`config.mk`:
```
export PLATFORM = sky130hd
export DESIGN_NAME = booth_mac_accum
export DESIGN_NICKNAME = d
export VERILOG_FILES = /design/src/rtl/booth_pkg.sv /design/src/rtl/booth_sat_add.sv /design/src/rtl/booth_mac_accum.sv
export SDC_FILE = /design/constraint.sdc
export NUM_CORES = 1
export LEC_CHECK = 0
export BUFFER_PORTS_ARGS = -buffer_cell sky130_fd_sc_hd__buf_2
export CORE_MARGIN = 5
export CORE_UTILIZATION = 25
export DETAILED_ROUTE_END_ITERATION = 16
export PLACE_DENSITY = 0.4
export SETUP_SLACK_MARGIN = 0.5
export SLEW_MARGIN = 20
export SYNTH_ARGS = -nofsm -noshare
export SYNTH_HDL_FRONTEND = slang
export SYNTH_SLANG_ARGS = --single-unit
```
`constraint.sdc`:
```
create_clock -name clk -period 2.95 [get_ports clk]
set_input_delay 0.4425 -clock clk [delete_from_list [all_inputs] [get_ports clk]]
set_output_delay 0.4425 -clock clk [all_outputs]
set_load 0.005 [all_outputs]
```
`src/rtl/booth_pkg.sv`:
```
// booth_pkg: shared state encoding, default widths and saturation bounds for the MAC accumulator.
package booth_pkg;
    typedef enum logic [1:0] {IDLE = 2'd0, ACCUM = 2'd1, DONE = 2'd2} state_t;
    localparam int DEF_PROD_W = 8;
    localparam int DEF_ACC_W = 16;
    localparam logic signed [DEF_ACC_W-1:0] ACC_MAX = {1'b0, {(DEF_ACC_W-1){1'b1}}};
    localparam logic signed [DEF_ACC_W-1:0] ACC_MIN = {1'b1, {(DEF_ACC_W-1){1'b0}}};
endpackage

```
`src/rtl/booth_sat_add.sv`:
```
// booth_sat_add: adds a sign-extended product to the accumulator and clamps to the ACC_W signed range.
module booth_sat_add #(
    parameter int PROD_W = 8,
    parameter int ACC_W = 16
) (
    input  logic signed [ACC_W-1:0]  acc,
    input  logic signed [PROD_W-1:0] prod,
    output logic signed [ACC_W-1:0]  sum,
    output logic                     ovf
);
    logic signed [ACC_W:0] wide;
    assign wide = {acc[ACC_W-1], acc} + {{(ACC_W+1-PROD_W){prod[PROD_W-1]}}, prod};
    // one guard bit is enough: disagreement with the sign bit means the sum left the range
    assign ovf = wide[ACC_W] ^ wide[ACC_W-1];
    assign sum = !ovf ? wide[ACC_W-1:0] :
                 wide[ACC_W] ? {1'b1, {(ACC_W-1){1'b0}}} : {1'b0, {(ACC_W-1){1'b1}}};
endmodule

```
`src/rtl/booth_mac_accum.sv`:
```
// booth_mac_accum: sums N_TERMS signed products into a saturating accumulator
// and presents the result on a valid/ready port.
module booth_mac_accum
    import booth_pkg::*;
#(
    parameter int PROD_W = DEF_PROD_W,
    parameter int ACC_W = DEF_ACC_W,
    parameter int N_TERMS = 4,
    parameter int CNT_W = 8
) (
    input  logic                     clk,
    input  logic                     rst_n,
    input  logic                     ena,
    input  logic                     start,
    input  logic                     clear,
    input  logic                     in_valid,
    output logic                     in_ready,
    input  logic signed [PROD_W-1:0] in_prod,
    output logic                     out_valid,
    input  logic                     out_ready,
    output logic signed [ACC_W-1:0]  out_sum,
    output logic                     out_ovf,
    output logic                     busy,
    output logic [CNT_W-1:0]         term_cnt
);
    localparam logic [CNT_W-1:0] LAST = CNT_W'(N_TERMS);
    state_t state;
    logic signed [ACC_W-1:0] sum;
    logic ovf;
    booth_sat_add #(.PROD_W(PROD_W), .ACC_W(ACC_W)) u_add (
        .acc(out_sum), .prod(in_prod), .sum(sum), .ovf(ovf)
    );
    assign in_ready = (state == ACCUM) && ena;
    assign out_valid = state == DONE;
    assign busy = state != IDLE;
    // out_sum is the accumulator itself, so it holds its value after the result is taken
    always_ff @(posedge clk or negedge rst_n) begin
        if (!rst_n) begin
            state <= IDLE;
            out_sum <= '0;
            term_cnt <= '0;
            out_ovf <= 1'b0;
        end else if (ena) begin
            if (clear || (state == IDLE && start)) begin
                state <= clear ? IDLE : ACCUM;
                out_sum <= '0;
                term_cnt <= '0;
                out_ovf <= 1'b0;
            end else if (state == ACCUM && in_valid) begin
                out_sum <= sum;
                term_cnt <= term_cnt + 1'b1;
                out_ovf <= out_ovf | ovf;
                if (term_cnt + 1'b1 == LAST) state <= DONE;
            end else if (state == DONE && out_ready) begin
                state <= IDLE;
            end
        end
    end
endmodule

```
Word level (Yosys, flattened, before mapping)
Cells that the tools add are included.
{ "classes": {"add_sub_neg": 2, "eq_ne": 4, "n_mux": 13, "n_bitwise": 2, "reduce_logical": 11} }
{ "op_table": {"columns": ["operator", "count"], "rows": [
  ["$mux W16", 4],
  ["$add A16 B8 Y17", 1],
  ["$mux W8", 2],
  ["$add A8 B1 Y8 const B", 1],
  ["$eq A8 B3 Y1 const B", 1],
  ["$mux W2", 4],
  ["$logic_and A1 B1 Y1", 4],
  ["$reduce_bool A2 Y1", 2],
  ["$mux W1", 3],
  ["$ne A3 B2 Y1 const B", 1],
  ["$reduce_and A3 Y1", 1],
  ["$reduce_bool A3 Y1", 1],
  ["$eq A2 B1 Y1 const B", 1],
  ["$eq A2 B2 Y1 const B", 1],
  ["$logic_not A2 Y1", 1],
  ["$reduce_and A2 Y1", 1],
  ["$logic_or A1 B1 Y1", 1],
  ["$or A1 B1 Y1", 1],
  ["$xor A1 B1 Y1", 1]
]} }
{ "totals": {"register_bits": 27, "inputBits": 15, "out_inout_bits": 28, "wordCells": 36} }

Depth between registers and ports, before layout
Gate-level depths: netlist (run 1).
{ "logic_depth": {"ltp_word": 5, "ltp_mapped": 11, "ltp_nobuf": 9} }

Modules after synthesis
From an unflattened synthesis (run 1), not the netlist that was laid out.
{ "hier_totals": {"hier_cells": 240, "area_unflattened_um2": 2283.4} }
{ "modules_own_cells": {"columns": ["module", "n_inst", "cells_per_inst", "area_per_inst_um2", "seq_area_each_um2"], "rows": [
  ["booth_mac_accum", 1, 114, 1242.4, 675.6],
  ["booth_sat_add", 1, 126, 1041.0, 0.0]
]} }

Worst setup path before layout (run 1)
No wires, ideal clock.
{ "synth_path": {"path_kind": "input -> register", "startpoint": "input port in_prod[0]", "endpoint": "register out_ovf", "setup_time_ns": 0.126, "arrival_time_ns": 2.386, "required_ns": 2.824, "path_slack_ns": 0.438, "cell_stages": 10, "n_path_buf": 1, "path_cell_list": "ha_1 -> fa_1 -> a21o_1 -> a2bb2oi_1 -> nor2b_1 -> nand2_1 -> a22oi_2 -> buf_4 -> nor2_1 -> o311a_1"} }
{ "synth_via": {"elab_chain_cells": 5} }
{ "synth_lines": {"columns": ["item", "line_no", "text"], "rows": [
  ["start: declaration", "booth_mac_accum.sv:18", "input logic signed [PROD_W-1:0] in_prod,"],
  ["$add A16 B8 Y17", "booth_sat_add.sv:12", "assign wide = {acc[ACC_W-1], acc} + {{(ACC_W+1-PROD_W){prod[PROD_W-1]}}, prod};"],
  ["$xor A1 B1 Y1", "booth_sat_add.sv:14", "assign ovf = wide[ACC_W] ^ wide[ACC_W-1];"],
  ["$or A1 B1 Y1", "booth_mac_accum.sv:52", "out_ovf <= out_ovf | ovf;"],
  ["$mux W1", "booth_mac_accum.sv:49", "end else if (state == ACCUM && in_valid) begin"],
  ["$mux W1", "booth_mac_accum.sv:44", "if (clear || (state == IDLE && start)) begin"],
  ["end signal: assignment", "booth_mac_accum.sv:52", null],
  ["end: declaration", "booth_mac_accum.sv:22", "output logic out_ovf,"]
]} }
Every way passes these cells. The select of a mux whose other input is x is not followed.
A chain may end at the register's enable or synchronous reset.

Worst setup path after layout (run 1)
{ "layout_path": {"startpoint": "register out_sum[12]", "endpoint": "register out_sum[3]"} }
{ "layout_via": {"elab_chain_cells": 5, "elab_cells_between_ends": 6, "classes_between": "1 x add/sub; 4 x mux; 1 x bitwise"} }
{ "layout_lines": {"columns": ["item", "line_no", "text"], "rows": [
  ["start: declaration", "booth_mac_accum.sv:21", "output logic signed [ACC_W-1:0] out_sum,"],
  ["start signal: assignment", "booth_mac_accum.sv:50", "out_sum <= sum;"],
  ["$add A16 B8 Y17 *", "booth_sat_add.sv:12", null],
  ["$mux W16 or $xor A1 B1 Y1 (tied branches)", "booth_sat_add.sv:16, booth_sat_add.sv:14", null],
  ["$mux W16 *", "booth_sat_add.sv:15", "assign sum = !ovf ? wide[ACC_W-1:0] :"],
  ["$mux W16 *", "booth_mac_accum.sv:49", null],
  ["$mux W16 *", "booth_mac_accum.sv:44", null]
]} }
Every way passes the cells marked *; elsewhere a longest branch is shown, timed or not. The select of a mux whose other input is x is not followed.

==> results.json, run 1 <==
{
  "status": "finished clean",
  "antenna_found_initial": 0,
  "comb_power_share_pct": 31.4,
  "postRouteAntennaNets": 0,
  "timing.final.crit_share_pct": 79.8,
  "max_cap_viol_count": 0,
  "ys_ff_latch": 27,
  "power_density_nw_per_um2": 329,
  "viasPerCell": 4.95,
  "critPathMaxFanout": 5,
  "async_reset_ff_share_pct": 100,
  "drv_slew": 0,
  "tightestPinTransition_ns": 0.687,
  "layout_common_cells": "buf_2 (41), nand2_1 (39), dfrtp_1 (26), o21ai_1 (15), buf_4 (15)",
  "preCtsSetupSlack_ns": 0.0898,
  "coreArea_um2": 8640,
  "ys_seq_area_share_pct": 30.9,
  "path_class": "flop to flop",
  "cts_root_buf": "clkbuf_8",
  "power.total_uw": 935,
  "p_sw_uw": 319,
  "nNetsFinal": 336,
  "finClkSkew_ns": 0.0117,
  "syn2layout_area_growth_pct": 29.9,
  "hold_viol_final": 0,
  "routed_wl_mm": 6.55,
  "vias": 2025,
  "final-setup-viol-count": 0,
  "cts_hold_buffers": 0,
  "place_area_um2": 2530,
  "synth_cell_type_count": 49,
  "cts_buffers": 3,
  "wire_per_inst_um": 16.0,
  "hpwlAfterDp_mm": 4.65,
  "drc_errors": 0,
  "worst_setup_path_end_kind": "flop",
  "finalNonFillerCells": 409,
  "critPathRequiredTime_ns": 3.18,
  "min_path_type": "primary input to asynchronous set/reset pin",
  "final_common_cell": "buf_2",
  "netlist_instances": 247,
  "synth_area_um2": 2190,
  "synth.net_count": 281,
  "cts_tree": "done",
  "drt_iter0_markers": 87,
  "grt_overflow": 0,
  "stdcell_area_um2": 2840,
  "rsz0062_at_grt": "yes",
  "finalSetupTns_ns": 0,
  "die_w_um": 104,
  "fin_crit_ns": 2.35,
  "fmax_ghz": 0.425,
  "start_kind": "flop",
  "drive_gt1_share_pct": 33.9,
  "grtUsageTotal_pct": 12.0,
  "pwr-share-clk_pct": 25.4,
  "leakage_nw": 1.31,
  "cts_max_path_buffers": 2,
  "path_clk_slew_ns": 0.11,
  "avgSynthCellArea_um2": 8.85,
  "htree_levels": 1,
  "yosysWarnings": 0,
  "p_int_uw": 616,
  "ios": 43,
  "ys.flop_type": "dfrtp_1",
  "io_buffers": 42,
  "dieArea_um2": 10700,
  "die_h_um": 104,
  "grt_pass1_wl_mm": 10.8,
  "row_count": 34,
  "vdd_drop_max_uv": 163,
  "worstSkewPairLatency_ns": 0.29,
  "finalWorstSetupSlack_ns": 0.597,
  "grt_pass1_vias": 2053,
  "worstPathArrival_ns": 2.58,
  "n_antenna_cell": 0,
  "swShare_pct": 34.1,
  "dp_cells": 394,
  "pwr-share-seq_pct": 43.3,
  "slew_headroom_pct": 54.2,
  "grt_max_degree": 28,
  "dr.pass1.iters": 4,
  "initial_utilization_pct": 25.3,
  "gp_congestion": 0.788,
  "synth_edf_count": 0,
  "clock_sinks": 27
}
-- worst max-delay path, cell delays in order (launching register included) --
cell and delay, ns:
dfrtp_1 0.42, ha_1 0.35, and2_2 0.21, nand2_1 0.12
a2111oi_2 0.34, a22oi_2 0.08, buf_4 0.17, buf_6 0.13
maj3_1 0.34, o21ai_1 0.13
-- power groups by stage --
stage | Combinational, mW | Clock (mW) | Sequential (mW)
6_report | 0.293 | 0.237 | 0.405
5_1_grt | 0.327 | 0.263 | 0.408
4_1_cts | 0.265 | 0.253 | 0.404
3_5_place_dp | 0.253 | 0 | 0.412
3_3_place_gp | 0.255 | 0 | 0.411
2_1_floorplan | 0.176 | 0 | 0.407
-- per-layer routing --
metal / global-route usage [%] / vias to the layer above / share of wire (%)
met2: 19.0 / 32 / 46
met4: 3.37 / 0 / 1.2
met1: 17.2 / 981 / 50
met3: 1.49 / 5 / 2.6
met5: 0 / - / 0
li1: - / 1007 / -
-- per-stage QoR --
step,hold slack (ns),utilization [%]
floorplan,0.147,-
global route,0.217,32.9
CTS,0.194,30.5
detailed placement,0.498,29.3
global placement,0.503,29.3
finish,0.171,32.9
-- state kept, by name, indices dropped and copies added (netlist names) --
register and count:
state 2, out_ovf 1, term_cnt 8, out_sum 16
-- synthesized netlist by cell type (5+ instances only) --
| master | n | area share [%] |
|---|---|---|
| maj3_1 | 8 | 3.7 |
| dfrtp_1 | 27 | 31 |
| inv_1 | 5 | 0.86 |
| o21ai_1 | 16 | 3.7 |
| nand3_1 | 8 | 1.8 |
| nor2_1 | 10 | 1.7 |
| o21ai_0 | 12 | 2.7 |
| nand2_1 | 40 | 6.9 |
| o311ai_2 | 5 | 3.7 |
| a31oi_1 | 5 | 1.4 |
| a21oi_1 | 11 | 2.5 |
| and3_1 | 5 | 1.4 |
| xor2_1 | 12 | 4.8 |
| xnor2_1 | 5 | 2.0 |
| o211ai_1 | 7 | 2.4 |
| ha_1 | 18 | 10 |
-- final timing paths --
kind                                  start           to  slack [ns]  cells after the start
worst max register to register  out_sum[12]   out_sum[3]        0.60                      9
min in group clk                term_cnt[7]  term_cnt[7]        0.53                      2
worst min-delay path                  rst_n   out_sum[4]        0.17                      1
worst max-delay path            out_sum[12]   out_sum[3]        0.60                      9
max in group asynchronous             rst_n   out_sum[1]        2.30                      1
worst min register to register  term_cnt[7]  term_cnt[7]        0.53                      2
-- cells by family after synthesis --
family / count (synthesis) / synth area share (%)
adders and majority gates: 27 / 14.9
and+or+nand+nor: 80 / 16.9
DFF: 27 / 30.9
xor gates and xnor gates: 17 / 6.81
muxes: 3 / 1.43
buffers and inverters: 16 / 4.35
AOI/OAI and AO/OA: 77 / 24.7
-- area by class of cell --
| class | instances | area (um^2) |
|---|---|---|
| Fill cell | 912 | 5800 |
| Inverter | 5 | 18.8 |
| Sequential cell | 27 | 677 |
| Clock inverter | 1 | 7.51 |
| Tap cell | 108 | 135 |
| Timing Repair Buffer | 61 | 370 |
| Multi-Input combinational cell | 204 | 1590 |
| Clock buffer | 3 | 41.3 |
-- timing repair --
action | CTS | global route
gates cloned | 1 | 0
setup buffers | 1 | 9
pin swaps | 2 | 9
resized for setup | 9 | 25
setup endpoints to repair | 16 | 16
(Power assumes the default switching activity.)
==> run 2, diff against run 1 <==
Settings changed: PLACE_DENSITY 0.4 to 0.42.
Clock period 2.95 ns to 1.9 ns, I/O delays scaled along.
==> results.json, run 2 (synthesis results as in run 1) <==
{
  "top_register": "out_sum",
  "hpwlAfterDp_mm": 5.40,
  "rsz0062_at_grt": "yes",
  "dp_cells": 466,
  "grt_max_degree": 28,
  "power_density_nw_per_um2": 439,
  "final-setup-viol-count": 17,
  "timing.final.crit_share_pct": 125,
  "finalSetupTns_ns": -7.47,
  "critPathRequiredTime_ns": 2.08,
  "path_class": "flop to flop",
  "die_h_um": 104,
  "grt_pass1_wl_mm": 12.5,
  "fin_crit_ns": 2.38,
  "finClkSkew_ns": 0.00751,
  "ios": 43,
  "nNetsFinal": 418,
  "status": "finished with violations",
  "critPathMaxFanout": 5,
  "grt_overflow": 0,
  "worst_setup_path_end_kind": "flop",
  "top_regs": "out_sum (16), term_cnt (8), state (2)",
  "clock_sinks": 27,
  "cts_tree": "done",
  "fmax_ghz": 0.420,
  "cts_buffers": 3,
  "io_buffers": 42,
  "initial_utilization_pct": 25.3,
  "drv_slew": 0,
  "coreArea_um2": 8640,
  "path_clk_slew_ns": 0.11,
  "dr.pass1.iters": 4,
  "wire_per_inst_um": 15.7,
  "min_path_type": "primary input to asynchronous set/reset pin",
  "postRouteAntennaNets": 0,
  "critPathTopFamily": "compound AO/OA/AOI/OAI gates",
  "leakage_nw": 1.80,
  "vias": 2335,
  "cts_root_buf": "clkbuf_8",
  "r2r_start": "out_sum[6]",
  "row_count": 34,
  "n_antenna_cell": 0,
  "finalNonFillerCells": 491,
  "routed_wl_mm": 7.70,
  "layout_common_cells": "buf_4 (83), buf_2 (39), nand2_1 (37), dfrtp_1 (24), o21ai_1 (18)",
  "largest_register_ffs": 16,
  "worstPathArrival_ns": 2.56,
  "drc_errors": 0,
  "postLayoutCoreUtil_pct": 43.0,
  "drive_gt1_share_pct": 53.5,
  "slew_headroom_pct": 54.3,
  "finalWorstSetupSlack_ns": -0.479,
  "tightestPinTransition_ns": 0.686,
  "cp_slowest_stage_delay_ns": 0.43,
  "cts_hold_buffers": 0,
  "worstSkewPairLatency_ns": 0.29,
  "gp_congestion": 0.781,
  "dieArea_um2": 10700,
  "cp_num_buf_inv": 1,
  "hold_viol_final": 0,
  "start_kind": "flop",
  "grt_pass1_vias": 2503,
  "viasPerCell": 4.76,
  "violations": "negative setup slack",
  "rrSetupSlack_ns": -0.48,
  "max_cap_viol_count": 0,
  "cp_slowest_cell": "dfrtp_1",
  "antenna_found_initial": 0,
  "die_w_um": 104,
  "syn2layout_area_growth_pct": 70.0,
  "cts_max_path_buffers": 2,
  "timing.hold.ws_ns": 0.0198,
  "worstSetupStartpoint": "out_sum[6]",
  "crit_path_cell_trace": "ha_4 > a21oi_1 > o211ai_1 > a22oi_2 > o21ai_2 > xnor2_1 > buf_4 > nor2_1 > o311a_1",
  "final_common_cell": "buf_4",
  "drt_iter0_markers": 52,
  "power.total_mw": 1.63,
  "grtUsageTotal_pct": 14.0,
  "vdd_drop_max_uv": 354,
  "htree_levels": 1
}
[run 2: cell types whose count changed in the layout (fill, tap and decap cells not counted), moves of 4 or more]
cell | previous run | this run
buf_4 | 15 | 83
buf_6 | 4 | 16
nand3_1 | 8 | 4
nand3_2 | 0 | 4
nor2_1 | 10 | 5
nor2_4 | 0 | 5
o21ai_0 | 12 | 4
o21ai_2 | 3 | 8
[run 2: worst register-to-register path: stages, from the launching register on]
cell and delay (ns):
dfrtp_1 0.43, ha_4 0.23, a21oi_1 0.23, o211ai_1 0.21, a22oi_2 0.26, o21ai_2 0.08
xnor2_1 0.34, buf_4 0.18, nor2_1 0.04, o311a_1 0.27
[run 2: final cells by class]
cell class | instances | area, um^2
flip-flops and latches | 27 | 679
fillers | 863 | 4920
well taps | 108 | 135
multi-input cells | 204 | 1720
clock inverters | 1 | 7.51
inverters | 5 | 18.8
repair buffers | 143 | 1120
clock buffers | 3 | 41.3
[run 2: metrics by stage]
step	instance area (um^2)	setup slack [ns]
floorplan	2320	-0.362
global placement	3180	-0.537
detailed placement	3180	-0.548
CTS	3580	-0.492
global route	3720	-0.592
finish	3720	-0.479
[run 2: metal layers]
layer | routed length, um | vias to the layer above | GRT usage [%]
li1 | - | 1171 | -
met1 | 3600 | 1119 | 18.2
met2 | 3760 | 37 | 23.9
met3 | 216 | 8 | 1.93
met4 | 127 | 0 | 4.22
met5 | 0 | - | 0
[run 2: worst paths after layout]
path,cells after the start,to
min reg2reg,2,out_sum[9]
min in group clk,3,out_ovf
min,1,out_sum[2]
max in group asynchronous,1,term_cnt[0]
max,9,out_ovf
max reg2reg,9,out_ovf
[run 2: what timing repair did]
item | 4_1_cts | 5_1_grt
setup endpoints to repair | 29 | 31
resized for setup | 52 | 19
gates cloned | 2 | 1
buffers inserted | 14 | 4
pin swaps | 19 | 15
endpoints found under the hold margin | 0 | 0
[run 2: where the power goes]
part	switching, mW	internal (mW)
Combinational	0.293	0.329
Sequential	0.0283	0.599
Clock	0.231	0.150
